===== src/rtl/seg7_scan_ctrl_pkg.sv =====
// Shared definitions for the 7-segment scan controller and the downstream character decoder.
// Game-state codes must stay bit-identical to the decoder's encoding.
package seg7_scan_ctrl_pkg;

    localparam int CHAR_NUM_W = 3;

    typedef enum logic [3:0] {
        READY    = 4'b0010,
        QUESTION = 4'b0011,
        INPUT    = 4'b0100,
        DRAW     = 4'b0110,
        WRONG    = 4'b0111,
        GOOD     = 4'b1000,
        OUCH     = 4'b1001,
        WIN      = 4'b1010,
        LOSE     = 4'b1011
    } game_state_t;

    typedef enum logic {
        PH_BLANK,
        PH_ON
    } slot_phase_t;

endpackage


===== src/rtl/scan_tick_gen.sv =====
// Slot counter: wrap strobe and the phase the next counter value falls in; synchronous clear.
// Latency: wrap is combinational from cnt; no backpressure, en freezes the count.
module scan_tick_gen
    import seg7_scan_ctrl_pkg::*;
#(
    parameter int SCAN_DIV  = 50000,
    parameter int BLANK_CYC = 500
) (
    input  logic        clk,
    input  logic        rst_n,
    input  logic        en,
    input  logic        clr,
    output logic        wrap,
    output slot_phase_t phase_nxt
);

    localparam int CNT_W = (SCAN_DIV > 1) ? $clog2(SCAN_DIV) : 1;
    localparam logic [CNT_W-1:0] CNT_LAST  = CNT_W'(SCAN_DIV - 1);
    localparam logic [CNT_W-1:0] CNT_BLANK = CNT_W'(BLANK_CYC);

    logic [CNT_W-1:0] cnt;
    logic [CNT_W-1:0] cnt_nxt;

    always_comb begin
        wrap    = en && !clr && (cnt == CNT_LAST);
        cnt_nxt = cnt;
        if (clr) begin
            cnt_nxt = '0;
        end else if (en) begin
            cnt_nxt = wrap ? '0 : cnt + CNT_W'(1);
        end
        // Phase is looked up on the next count so the registered enables line up with it.
        phase_nxt = (cnt_nxt < CNT_BLANK) ? PH_BLANK : PH_ON;
    end

    always_ff @(posedge clk or negedge rst_n) begin
        if (!rst_n) begin
            cnt <= '0;
        end else begin
            cnt <= cnt_nxt;
        end
    end

endmodule


===== src/rtl/seg7_scan_ctrl.sv =====
// Digit-scan controller: char_num index, active-low digit enables with blanking, blink and restart.
// Latency: all outputs registered one cycle; no backpressure, EN low freezes the scan and darkens.
module seg7_scan_ctrl
    import seg7_scan_ctrl_pkg::*;
#(
    parameter int NDIG         = 4,
    parameter int SCAN_DIV     = 50000,
    parameter int BLANK_CYC    = 500,
    parameter int BLINK_FRAMES = 25
) (
    input  logic                  CLK,
    input  logic                  nRST,
    input  logic                  EN,
    input  logic [3:0]            STATE,
    input  logic                  BLINK_EN,
    output logic [CHAR_NUM_W-1:0] char_num,
    output logic [NDIG-1:0]       nDIG,
    output logic                  frame_tick
);

    localparam int FRM_W = $clog2(BLINK_FRAMES + 1);
    localparam logic [CHAR_NUM_W-1:0] CHAR_LAST = CHAR_NUM_W'(NDIG - 1);
    localparam logic [FRM_W-1:0]      FRM_LAST  = FRM_W'(BLINK_FRAMES - 1);

    logic [3:0]            state_q;
    logic                  restart;
    logic                  wrap;
    slot_phase_t           phase_nxt;
    logic                  frame_wrap;
    logic [CHAR_NUM_W-1:0] char_nxt;
    logic [FRM_W-1:0]      frm_cnt;
    logic [FRM_W-1:0]      frm_nxt;
    logic                  blink_vis;
    logic                  vis_nxt;
    logic [NDIG-1:0]       ndig_nxt;
    logic                  tick_nxt;

    assign restart = (STATE != state_q);

    scan_tick_gen #(
        .SCAN_DIV  (SCAN_DIV),
        .BLANK_CYC (BLANK_CYC)
    ) u_tick (
        .clk       (CLK),
        .rst_n     (nRST),
        .en        (EN),
        .clr       (restart),
        .wrap      (wrap),
        .phase_nxt (phase_nxt)
    );

    always_comb begin
        frame_wrap = wrap && (char_num == CHAR_LAST);
        char_nxt   = char_num;
        frm_nxt    = frm_cnt;
        vis_nxt    = blink_vis;
        ndig_nxt   = '1;
        tick_nxt   = 1'b0;
        if (restart) begin
            char_nxt = '0;
            frm_nxt  = '0;
            vis_nxt  = 1'b1;
        end else if (EN) begin
            if (wrap) begin
                char_nxt = frame_wrap ? '0 : char_num + CHAR_NUM_W'(1);
            end
            tick_nxt = frame_wrap;
            if (!BLINK_EN) begin
                frm_nxt = '0;
                vis_nxt = 1'b1;
            end else if (frame_wrap) begin
                // The toggle lands on the frame boundary so a whole frame is lit or dark.
                if (frm_cnt == FRM_LAST) begin
                    frm_nxt = '0;
                    vis_nxt = ~blink_vis;
                end else begin
                    frm_nxt = frm_cnt + FRM_W'(1);
                end
            end
            if (phase_nxt == PH_ON && vis_nxt) begin
                for (int i = 0; i < NDIG; i++) begin
                    if (char_nxt == CHAR_NUM_W'(i)) ndig_nxt[i] = 1'b0;
                end
            end
        end
    end

    always_ff @(posedge CLK or negedge nRST) begin
        if (!nRST) begin
            state_q    <= 4'b0000;
            char_num   <= '0;
            frm_cnt    <= '0;
            blink_vis  <= 1'b1;
            nDIG       <= '1;
            frame_tick <= 1'b0;
        end else begin
            state_q    <= STATE;
            char_num   <= char_nxt;
            frm_cnt    <= frm_nxt;
            blink_vis  <= vis_nxt;
            nDIG       <= ndig_nxt;
            frame_tick <= tick_nxt;
        end
    end

endmodule

===== config.mk =====
export PLATFORM = sky130hd
export DESIGN_NAME = seg7_scan_ctrl
export DESIGN_NICKNAME = d
export VERILOG_FILES = /design/src/rtl/seg7_scan_ctrl_pkg.sv /design/src/rtl/scan_tick_gen.sv /design/src/rtl/seg7_scan_ctrl.sv
export SDC_FILE = /design/constraint.sdc
export NUM_CORES = 1
export LEC_CHECK = 0
export CORE_MARGIN = 5
export CORE_UTILIZATION = 40
export DETAILED_ROUTE_END_ITERATION = 12
export GPL_ROUTABILITY_DRIVEN = 1
export PLACE_DENSITY_LB_ADDON = 0.15
export SETUP_SLACK_MARGIN = 0.2
export SYNTH_ARGS = -nofsm -noshare
export SYNTH_HDL_FRONTEND = slang
export SYNTH_SLANG_ARGS = --single-unit
export TNS_END_PERCENT = 20

===== constraint.sdc =====
create_clock -name CLK -period 2.95 [get_ports CLK]
set_input_delay 0.4425 -clock CLK [delete_from_list [all_inputs] [get_ports CLK]]
set_output_delay 0.4425 -clock CLK [all_outputs]
set_load 0.05 [all_outputs]

# Yosys cells after proc, flatten, opt, wreduce, memory -nomap -nowiden
# Cells that the tools add are included.
# word_totals
register_bits,34
output_inout_bits,8
# op_classes
mux,31
n_bitwise,1
eq_ne,8
reduce_logical,8
magnitude_cmp,1
add_sub_neg,3
# op_table
operator,n
two-way mux 16 bit,3
two-way mux 5 bit,5
two-way mux 3 bit,6
adder 16 x 1 -> 16 bit (second input constant),1
== test 16 bit (second input constant),1
< comparator 16 x 9 -> 1 bit (second input constant),1
two-way mux 1 bit,14
two-way mux 4 bit,3
== test 3 x 2 -> 1 bit (second input constant),3
adder 5 x 1 -> 5 bit (second input constant),1
== test 5 bit (second input constant),1
logical AND 1 bit,4
!= test 4 bit,1
adder 3 x 1 -> 3 bit (second input constant),1
== test 3 x 1 -> 1 bit (second input constant),1
zero test 3 bit,1
!= test 3 x 1 -> 1 bit (second input constant),1
AND reduction 2 bit,1
nonzero test 2 bit,1
zero test 1 bit,1
inverter 1 bit,1

# Longest topological paths before layout
# Gate-level depths: netlist of run 1.
# logic_depth
word_depth,14
mapped_depth,8

# By module
# From an unflattened synthesis of run 1, not the netlist that was laid out.
# hier_totals
cells_unflattened,209
hier_area_um2,1973.1
# by_module_without_submodules
mod,instances,cells_per_inst,area_per_inst_um2
scan_tick_gen,1,112,996.0
seg7_scan_ctrl,1,97,977.2

# Worst setup path before layout of run 1
# OpenSTA, ideal clock, no wires.
# synth_path
path_kind,register -> register
startpoint,register u_tick.cnt[0]
endpoint,register nDIG[3]
path_slack_ps,440
required_ps,2856
arrival_time_ps,2416
n_path_buf,1
synth_period_minus_slack_ps,2510
setup_ps,94
path_stages_with_launch,9
path_cell_list,dfrtp_1 > ha_1 > nand4_4 > nor4b_4 > and2_1 > buf_6 > a311oi_1 > or4_4 > or4b_1
# synth_via
elab_chain_len,12
elab_cells_between_ends,23
# synth_rtl
item,line,text
start: declaration,scan_tick_gen.sv:21,logic [CNT_W-1:0] cnt;
start signal: assignment,scan_tick_gen.sv:40,cnt <= cnt_nxt;
branches (longest 9 deep; another with adder 16 x 1 -> 16 bit),--,
two-way mux 4 bit (*),seg7_scan_ctrl.sv:80,if (phase_nxt == PH_ON && vis_nxt) begin
two-way mux 4 bit (*),seg7_scan_ctrl.sv:63,end else if (EN) begin
two-way mux 4 bit (*),seg7_scan_ctrl.sv:59,if (restart) begin
net ndig_nxt[3],seg7_scan_ctrl.sv:35,logic [NDIG-1:0] ndig_nxt;
end signal: assignment,seg7_scan_ctrl.sv:101,nDIG <= ndig_nxt;
end: declaration,seg7_scan_ctrl.sv:17,"output logic [NDIG-1:0] nDIG,"
# Mark *: on every way through the listed nets, which the timed path passes. The select of a mux whose other input is x is not followed.
# A chain may end at the register's enable or synchronous reset.

# Final worst setup path of run 1
# layout_path
startpoint,input EN
endpoint,register nDIG[3]
# layout_via
elab_chain_len,12
elab_cells_between_ends,22
# layout_rtl
item,line,text
start: declaration,seg7_scan_ctrl.sv:13,"input logic EN,"
branches (longest 10 deep; another with < comparator 16 x 9 -> 1 bit),--,
two-way mux 4 bit (*),seg7_scan_ctrl.sv:63,
two-way mux 4 bit (*),seg7_scan_ctrl.sv:59,
net ndig_nxt[3],seg7_scan_ctrl.sv:35,
# Marks and branches as above.

==> results of run 1 <==
[worst paths after layout]
| path | end | start | slack [ns] | depth (start not counted) |
|---|---|---|---|---|
| min in group asynchronous | frm_cnt[3]$_DFFE_PN0P_ | nRST | 0.56 | 2 |
| max | nDIG[3]$_DFF_PN1_ | EN | 0.35 | 7 |
| max in group asynchronous | nDIG[1]$_DFF_PN1_ | nRST | 2.04 | 2 |
| min | blink_vis$_DFFE_PN1P_ | blink_vis$_DFFE_PN1P_ | 0.53 | 2 |
| min reg2reg | blink_vis$_DFFE_PN1P_ | blink_vis$_DFFE_PN1P_ | 0.53 | 2 |
| max reg2reg | nDIG[3]$_DFF_PN1_ | u_tick.cnt[0]$_DFFE_PN0P_ | 0.35 | 7 |
[cell type report]
cell class	instances	area share (%)
Inverter	6	1.016
Tap cell	54	3.049
Sequential cell	34	38.68
Timing Repair Buffer	24	9.825
Clock buffer	8	3.614
Multi-Input combinational cell	142	43.82
[cells by family after synthesis]
family | count (synthesis)
and+or+nand+nor | 90
DFF | 34
AOI/OAI and AO/OA | 29
xor gates and xnor gates | 16
buffers and inverters | 13
adders and majority gates | 5
muxes | 2
[power breakdown]
| part | switching (mW) | total [mW] | internal, mW |
|---|---|---|---|
| clock network | 0.154 | 0.321 | 0.167 |
| logic | 0.0291 | 0.0505 | 0.0214 |
| registers | 0.00261 | 0.473 | 0.471 |
| total | 0.186 | 0.845 | 0.659 |
[sequential cells by signal (all words and copies together), names as in the netlist]
| signal | flops |
|---|---|
| blink_vis | 1 |
| frame_tick | 1 |
| state_q | 4 |
| char_num | 3 |
| nDIG | 4 |
| frm_cnt | 5 |
| u_tick.cnt | 16 |
[metal layers]
layer  vias up  wire length (um)  GRT usage, %
met4         0                83         5.842
met5         -                 0             0
met3         8               174         3.855
met1       745              1740         16.83
met2        32              1836         24.11
li1        728                 -             -
[layout by cell type (no fill, tap or decap), types with 2 or more instances in the layout]
cell / instances
a21oi_1: 7
and2_1: 2
and4_1: 4
buf_4: 9
clkbuf_1: 3
clkbuf_8: 5
clkdlybuf4s50_1: 15
dfrtp_1: 29
dfstp_2: 5
ha_1: 5
inv_1: 6
mux2i_1: 2
nand2_1: 13
nand2b_1: 4
nand3_1: 11
nand3b_1: 3
nand4_1: 6
nand4b_1: 2
nand4bb_1: 3
nor2_1: 24
nor3_1: 5
o21ai_0: 11
xnor2_1: 10
xor2_1: 6
[worst reg2reg max path: stages, from the launching register on]
cell	delay (ns)
dfrtp_1	0.42
ha_1	0.30
a21bo_2	0.27
a2111oi_0	0.36
o21ai_0	0.15
a2111o_1	0.40
nand3_1	0.17
or4b_1	0.45
==> flow_metrics.env, run 1 <==
export IMPL_outcome="complete, no violations"
export IMPL_cts_buffers=5
export IMPL_grt_pass1_vias=1585
export IMPL_dpl_cell_count=260
export IMPL_cp_max_fo=5
export IMPL_port_buffers=15
export IMPL_final_hold_violation_count=0
export IMPL_synth_ff_type="dfrtp_1"
export IMPL_syn_num_nets=202
export IMPL_setup_ws_ns=0.3495
export IMPL_critPathTopFamily="compound AO/OA/AOI/OAI gates"
export IMPL_clkTransAtPathRegs_ns=0.06
export IMPL_required_ns=3.14
export IMPL_ys_top_cells_by_area="dfrtp_1 (38%), dfstp_2 (6.9%), nor2_1 (4.7%)"
export IMPL_worstHoldPathType="reg2reg"
export IMPL_synth_fa_ha_area_share_pct=3.294
export IMPL_die_w_um=78.91
export IMPL_cts_setup_buffers=0
export IMPL_synthMuxAreaShare_pct=1.054
export IMPL_final_util_pct=47.54
export IMPL_grt_first_pass_wirelength_um=7031
export IMPL_crit_type="in2reg"
export IMPL_drt_wirelength_per_cell_um=14.31
export IMPL_synth_cells=189
export IMPL_max_stage_delay_ns=0.58
export IMPL_finalPower_mw=0.8451
export IMPL_cts_tree="done"
export IMPL_area_growth_pct=16.67
export IMPL_fin_cells=268
export IMPL_routed_via_density=5.646
export IMPL_end_kind="flip-flop"
export IMPL_holdBufCountCts=0
export IMPL_h_tree_depth=2
export IMPL_cp_slowest_cell="clkdlybuf4s50_1"
export IMPL_slew_headroom_pct=62.39
export IMPL_regArea_um2=857.1
export IMPL_synth_xor_area_share_pct=7.378
export IMPL_yosys_cell_count_top_type="dfrtp_1"
export IMPL_clock_sinks=34
export IMPL_crit_path_start_kind="primary input"
export IMPL_overflow=0
export IMPL_insertion_delay_ns=0.28
export IMPL_setup_viol=0
export IMPL_antenna_found_initial=0
export IMPL_yosys_warnings=0
export IMPL_cts_root_buf="clkbuf_8"
export IMPL_synth_edf_count=0
export IMPL_num_rows=25
export IMPL_syn_avg_cell_area_um2=10.05
export IMPL_ctsResizeCount=0
export IMPL_p_leak_nw=0.8617
export IMPL_fillCellCount=442
export IMPL_fin_crit_sh_pct=88.15
export IMPL_synth_largest_area_cell="dfrtp_1"
export IMPL_grt_max_degree=35
export IMPL_ir_drop_uv=269.1
export IMPL_vias=1513
export IMPL_place_ws_ns=0.07521
export IMPL_synth_seq_area_share_pct=45.13
export IMPL_path_buf_inv=1
export IMPL_ys_types=47
export IMPL_finalNetCount=226
export IMPL_drt_drc_violations_left=0
export IMPL_max_cap_violations=0
export IMPL_clockBufferDepth=2
export IMPL_io_pins=16
export IMPL_hold_slack_ns=0.5302
export IMPL_grtUsageTotal_pct=14.15
export IMPL_design_die_area_mm2=0.006226
export IMPL_slew_viol_final=0
export IMPL_worst_slew_pin_slew_ns=0.5642
export IMPL_start_util_pct=40.75
export IMPL_ys_async_sr_fraction_pct=100.0
export IMPL_multi_input_area_um2=970.9
export IMPL_yosys_top_cells_count="dfrtp_1 (29), nor2_1 (24), nand2_1 (13)"
export IMPL_drt_iter0_drc=79
export IMPL_yosys_area_share_simple_pct=29.64
export IMPL_first_pass_iters=4
export IMPL_layout_drive_gt1_share_pct=12.62
export IMPL_netlist_area_mm2=0.001899
export IMPL_dpl_cell_area_mm2=0.002136
export IMPL_finalInstanceArea_mm2=0.002216
export IMPL_period_minus_slack_ns=2.600
export IMPL_rsz0062_at_grt="no"
export IMPL_ys_seq_elements=34
export IMPL_synth_compound_area_share_pct=9.750
export IMPL_fin_tns_setup_ns=0
export IMPL_coreArea_mm2=0.004661
export IMPL_antennaDiodeCount=0
export IMPL_synth_top_family_by_area="simple AND/OR/NAND/NOR gates"
export IMPL_dp_hpwl_um=2829
export IMPL_gp_congestion=0.8390
export IMPL_p_per_area_mw_per_mm2=381.4
export IMPL_clock_skew_ns=0.008411
export IMPL_arrival_ns=2.79
export IMPL_ant_nets=0
export IMPL_netlist_area_leader_share_pct=38.21
export IMPL_die_h_um=78.91
export IMPL_path_cells="clkdlybuf4s50_1, nand3b_1, a2111oi_0, o21ai_0, a2111o_1, nand3_1, or4b_1"
export IMPL_max_freq_mhz=384.5
export IMPL_routed_wl_um=3834
Note: power is estimated with default switching activity, not from simulation.
==> run 2, diff against run 1 <==
Settings changed: CTS_CLUSTER_DIAMETER set to 60.
==> results of run 2 <==
Same layout as run 1: the final DEF is identical, and so are final timing and power.
